<file path="src/rtl/pc_sequencer.sv">
// Fetch-stage program counter with stall/flush/branch redirect and a circular return-address stack.
// Optional misaligned-target trap is compiled in with `define PC_MISALIGN_TRAP_EN.
module pc_sequencer #(
  parameter int                ADDR_W     = 32,
  parameter int                STEP       = 1,
  parameter logic [ADDR_W-1:0] RESET_ADDR = '0,
  parameter int                RAS_DEPTH  = 8
`ifdef PC_MISALIGN_TRAP_EN
  ,
  parameter int                ALIGN_BITS = 0,
  parameter logic [ADDR_W-1:0] TRAP_ADDR  = '0
`endif
) (
  input  logic                             clk,
  input  logic                             rst,
  input  logic                             stall,
  input  logic                             flush,
  input  logic [ADDR_W-1:0]                flush_addr,
  input  logic                             branch_taken,
  input  logic [ADDR_W-1:0]                branch_target,
  input  logic                             call,
  input  logic [ADDR_W-1:0]                call_target,
  input  logic                             ret,
  input  logic                             clr_err,
  output logic [ADDR_W-1:0]                address,
  output logic [$clog2(RAS_DEPTH+1)-1:0]   ras_cnt,
  output logic                             ras_empty,
  output logic                             ras_full,
  output logic                             ras_ovf,
  output logic                             ras_unf
`ifdef PC_MISALIGN_TRAP_EN
  ,
  output logic                             misalign
`endif
);

  localparam int PTR_W = $clog2(RAS_DEPTH);
  localparam int CNT_W = $clog2(RAS_DEPTH + 1);

  logic [ADDR_W-1:0] pc_reg, pc_next, pc_plus_step, base_pc;
  logic [ADDR_W-1:0] redir_target, ras_top;
  logic              redir_valid;
  logic [PTR_W-1:0]  top_reg, top_next, top_inc, top_dec;
  logic [CNT_W-1:0]  cnt_reg, cnt_next;
  logic              ovf_reg, ovf_next, unf_reg, unf_next;
  logic              ovf_set, unf_set;
  logic              push_en;
  logic              call_bad;

  logic [ADDR_W-1:0] ras_mem [RAS_DEPTH];

  assign pc_plus_step = pc_reg + ADDR_W'(STEP);
  assign top_inc      = (top_reg == PTR_W'(RAS_DEPTH - 1)) ? '0 : top_reg + PTR_W'(1);
  assign top_dec      = (top_reg == '0) ? PTR_W'(RAS_DEPTH - 1) : top_reg - PTR_W'(1);
  // Pop must reach the PC in the same cycle, so the stack is read asynchronously.
  assign ras_top      = ras_mem[top_reg];

`ifdef PC_MISALIGN_TRAP_EN
  localparam logic [ADDR_W-1:0] ALIGN_MASK = ADDR_W'((64'd1 << ALIGN_BITS) - 64'd1);
  logic mis_next, mis_reg;
  assign call_bad = |(call_target & ALIGN_MASK);
`else
  assign call_bad = 1'b0;
`endif

  // Action select: flush > stall > ret > call > branch > increment.
  always_comb begin
    redir_valid  = 1'b0;
    redir_target = '0;
    base_pc      = pc_reg;
    top_next     = top_reg;
    cnt_next     = cnt_reg;
    push_en      = 1'b0;
    ovf_set      = 1'b0;
    unf_set      = 1'b0;
    if (flush) begin
      redir_valid  = 1'b1;
      redir_target = flush_addr;
    end else if (!stall) begin
      if (ret) begin
        if (cnt_reg != '0) begin
          redir_valid  = 1'b1;
          redir_target = ras_top;
          top_next     = top_dec;
          cnt_next     = cnt_reg - CNT_W'(1);
        end else begin
          base_pc = pc_plus_step;
          unf_set = 1'b1;
        end
      end else if (call) begin
        redir_valid  = 1'b1;
        redir_target = call_target;
        if (!call_bad) begin
          // When full, advancing top lands on the oldest entry and overwrites it.
          push_en  = 1'b1;
          top_next = top_inc;
          if (cnt_reg == CNT_W'(RAS_DEPTH)) ovf_set = 1'b1;
          else                             cnt_next = cnt_reg + CNT_W'(1);
        end
      end else if (branch_taken) begin
        redir_valid  = 1'b1;
        redir_target = branch_target;
      end else begin
        base_pc = pc_plus_step;
      end
    end
  end

  always_comb begin
    pc_next = redir_valid ? redir_target : base_pc;
`ifdef PC_MISALIGN_TRAP_EN
    mis_next = 1'b0;
    if (redir_valid && |(redir_target & ALIGN_MASK)) begin
      pc_next  = TRAP_ADDR;
      mis_next = 1'b1;
    end
`endif
  end

  // A flag being set in the same cycle beats clr_err.
  assign ovf_next = ovf_set | (ovf_reg & ~clr_err);
  assign unf_next = unf_set | (unf_reg & ~clr_err);

  always_ff @(posedge clk or posedge rst) begin
    if (rst) begin
      pc_reg  <= RESET_ADDR;
      top_reg <= '0;
      cnt_reg <= '0;
      ovf_reg <= 1'b0;
      unf_reg <= 1'b0;
    end else begin
      pc_reg  <= pc_next;
      top_reg <= top_next;
      cnt_reg <= cnt_next;
      ovf_reg <= ovf_next;
      unf_reg <= unf_next;
    end
  end

`ifdef PC_MISALIGN_TRAP_EN
  always_ff @(posedge clk or posedge rst) begin
    if (rst) mis_reg <= 1'b0;
    else     mis_reg <= mis_next;
  end
  assign misalign = mis_reg;
`endif

  always_ff @(posedge clk) begin
    if (push_en && !rst) ras_mem[top_inc] <= pc_plus_step;
  end

  assign address   = pc_reg;
  assign ras_cnt   = cnt_reg;
  assign ras_empty = (cnt_reg == '0);
  assign ras_full  = (cnt_reg == CNT_W'(RAS_DEPTH));
  assign ras_ovf   = ovf_reg;
  assign ras_unf   = unf_reg;

endmodule
</file>
<file path="config.mk">
export PLATFORM = sky130hd
export DESIGN_NAME = pc_sequencer
export DESIGN_NICKNAME = d
export VERILOG_FILES = /design/src/rtl/pc_sequencer.sv
export SDC_FILE = /design/constraint.sdc
export NUM_CORES = 1
export LEC_CHECK = 0
export CELL_PAD_IN_SITES_DETAIL_PLACEMENT = 0
export CELL_PAD_IN_SITES_GLOBAL_PLACEMENT = 1
export CORE_ASPECT_RATIO = 1.75
export CORE_MARGIN = 5
export CORE_UTILIZATION = 24
export CTS_CLUSTER_DIAMETER = 60
export DETAILED_ROUTE_END_ITERATION = 16
export PLACE_DENSITY = 0.57
export SETUP_SLACK_MARGIN = 0.5
export SLEW_MARGIN = 10
export SYNTH_ARGS = -nofsm -noshare
export SYNTH_HDL_FRONTEND = slang
export SYNTH_SLANG_ARGS = --single-unit
</file>
<file path="constraint.sdc">
create_clock -name clk -period 7.44 [get_ports clk]
set_input_delay 1.488 -clock clk [delete_from_list [all_inputs] [get_ports clk]]
set_output_delay 1.488 -clock clk [all_outputs]
set_load 0.02 [all_outputs]
</file>
==> results.md <==
- Cts hold-fix bufs: 0
- H-tree depth: 1
- First-pass GRT wire length: roughly 62000 um
- Combinational power share: 0.288
- Count leader, synth: edfxtp_1
- Final ANT Viol Nets: 0
- CP endpoint kind: flop
- Ys flop type: edfxtp_1
- CTS Root Buffer Type: clkbuf_16
- Crit path time final: 4.13 ns
- CTS sink cnt: a little under 300
- NumNets Final: roughly 1100
- P_leak: ~5.4 nW
- DP Worst Slack: 2.64 ns
- Horiz. Die Dim: around 190 um
- Share of cells above drive strength 1: 0.173
- Slew Viols, Final: 0
- Sequential fraction of the synthesis area: 0.651
- Starting Density: 0.243
- Syn_area_per_cell: 15.8 um2
- WS Path Type: primary input to flop
- Final setup vio count: 0
- Iter 0 DRT Violations: 603
- Power Dens Cells: roughly 310 nW/um2
- # IOs: around 140
- Commonest cells post-synth: edfxtp_1 (256), mux4_2 (64), nor2_1 (48), nand2_1 (43), dfrtp_1 (41)
- Area contributors post-synth: edfxtp_1 (57%), mux4_2 (11%), dfrtp_1 (7.7%), mux2i_1 (2.3%), xnor2_1 (1.6%)
- Cells after Synth: about 850
- Switch share: 0.318
- Slew HR: 0.262
- WP data arrival: ~4.4 ns
- Setup ws final: 3.31 ns
- Power Total: 5.05 mW
- Clk pwr share: 0.273
- CP Max Fanout: 42
- Core Region: 55200 um2
- CTS Buf Count: 26
- Required @ worst endpoint: approximately 7.7 ns
- Layout Area Growth over Synthesis: 23.1%
- WL/cell: ~25 um
- Top-area cell type share of the netlist area: 0.574
- Cell taking the most area after synthesis: edfxtp_1
- Clock-pin transition on the worst setup and hold timing paths: ~0.07 ns
- Synth unique cells: 72
- Worst slew pin tran: about 1.1 ns
- Max VDD drop: 0.144 mV
- Largest net degree at the start of global routing: 46
- DP HPWL: 29700 um
- Std-Cell Rows: roughly 110
- Dpl cell area: 15600 um2
- Final Instance Area: 16500 um2
- Max-cap viol count: 0
- Fmax: ~0.24 GHz
- Placed insts: approximately 1700
- Gpl congestion: 0.767
- Ant diodes: 0
- Longest Clk Path Bufs: 3
- Gr usage total: 0.139
- Final Hold Viols: 0
- Part of the power in registers: 0.440
- Outcome: finished, final reports clean
- Post-Route WL: about 43000 um
- Hold WC Path Type: flop to flop
- Mapped Area: approximately 13000 um2
- Layout Skew: 0.00669 ns
- Vias per Instance: between 4 and 5
- CTS tree: yes
- Number of flops mapped to enable cells by yosys: between 200 and 300
- Detailed Routing Iterations Pass 1: 5
- Int Power: between 3 and 4 mW
- Most flop-heavy register: ras_mem
- Global route overflow: 0
- Sw power: approximately 1.6 mW
- Die Y: approximately 320 um
- Setup tns final: 0 ns
- Via count: 8322
- Synth async-reset ratio: 0.138
- Fin Hold WS: between 0.5 and 0.6 ns
- Port Buffers: about 140
- Max FFs per register: 256
- Syn Nets: roughly 960
- Final Non-Filler Cells: about 1700
- Critical path startpoint category: primary input
- Period utilization: 0.556
- Fill cells: between 5000 and 6000
- Vias in the first global route: 8755
- Yosys warning count: 0
- RSZ-0062 raised after global routing: false
- Final core occ: 0.299
- Post-CTS Resized: 0
- Die area: slightly above 60000 um2
- Clk_lat worst skew: around 0.54 ns
- Initial antenna violation count: 0
- Post-route DRC: 0
- #FFs+latches synth: just under 300
- Setup Buffers After CTS: 0
==> worst max-delay path, cell delays in order <==
cell and delay, ns:
clkdlybuf4s50_1 0.49, inv_2 0.07, buf_4 0.52, nand4_1 0.45, nor3_2 1.00, buf_12 0.30
==> path summary, 6_finish.rpt <==
path,slack (ns),to,startpoint,cells past startpoint
min in group asynchronous,1.53,address[2],rst,3
min reg2reg,0.56,ras_cnt[3],ras_cnt[3],1
max,3.31,ras_mem[2][13],rst,6
max reg2reg,4.00,ras_mem[2][13],top_reg[0],5
min,0.56,ras_cnt[3],ras_cnt[3],1
max in group asynchronous,5.39,top_reg[0],rst,3
==> cell type report <==
class | instances | area, um2 | share of cell area
sequential | 297 | 8720 | 0.529
clock buffer | 30 | 687 | 0.0417
multi-input combinational | 477 | 4380 | 0.266
timing repair buffer | 164 | 1590 | 0.0963
tap | 696 | 871 | 0.0528
inverter | 20 | 75.1 | 0.00456
clock inverter | 17 | 161 | 0.00979
==> kinds of logic (layout without fill, tap and decap cells) <==
family                   after synthesis  after routing  synth area share
AND/OR/NAND/NOR                      172            172            0.0625
multiplexers                         110            110             0.143
flip-flops                           297            297             0.651
AO/OA/AOI/OAI                        152            152            0.0848
XOR/XNOR                              35             35            0.0229
adder cells (fa/ha/maj)                8              8           0.00804
buffers and inverters                 71            231            0.0275
==> power groups by stage <==
stage | registers (mW) | logic (mW) | clock network (mW)
floorplan | 2.17 | 1.00 | 0
finish | 2.22 | 1.45 | 1.38
CTS | 2.23 | 1.49 | 1.41
detailed placement | 2.27 | 1.49 | 0
global route | 2.25 | 1.57 | 1.47
global placement | 2.26 | 1.47 | 0
==> routing by layer <==
| layer | track usage | wire [um] |
|---|---|---|
| met1 | 0.168 | 16900 |
| met2 | 0.254 | 22600 |
| met3 | 0.0194 | 2030 |
| met4 | 0.0473 | 1330 |
| met5 | 0 | 0 |
==> cells in the final DEF, fill, tap and decap left out, types with 6 or more instances in the layout <==
cell type,instances
edfxtp_1,256
nand4_1,14
buf_4,20
a22oi_1,6
a221oi_1,19
o221ai_1,6
ha_1,7
nor2_1,44
o21ai_0,21
mux2i_1,31
clkdlybuf4s50_1,140
a21oi_1,30
mux2_2,15
xor2_1,10
xnor2_1,25
or3_1,8
mux4_2,64
nor4_1,6
a211oi_1,8
clkinv_1,6
nand2_1,43
nand3_1,17
dfrtp_1,38
clkbuf_16,27
inv_1,18
nor3_1,9
Power figures use the tool's default switching activity.
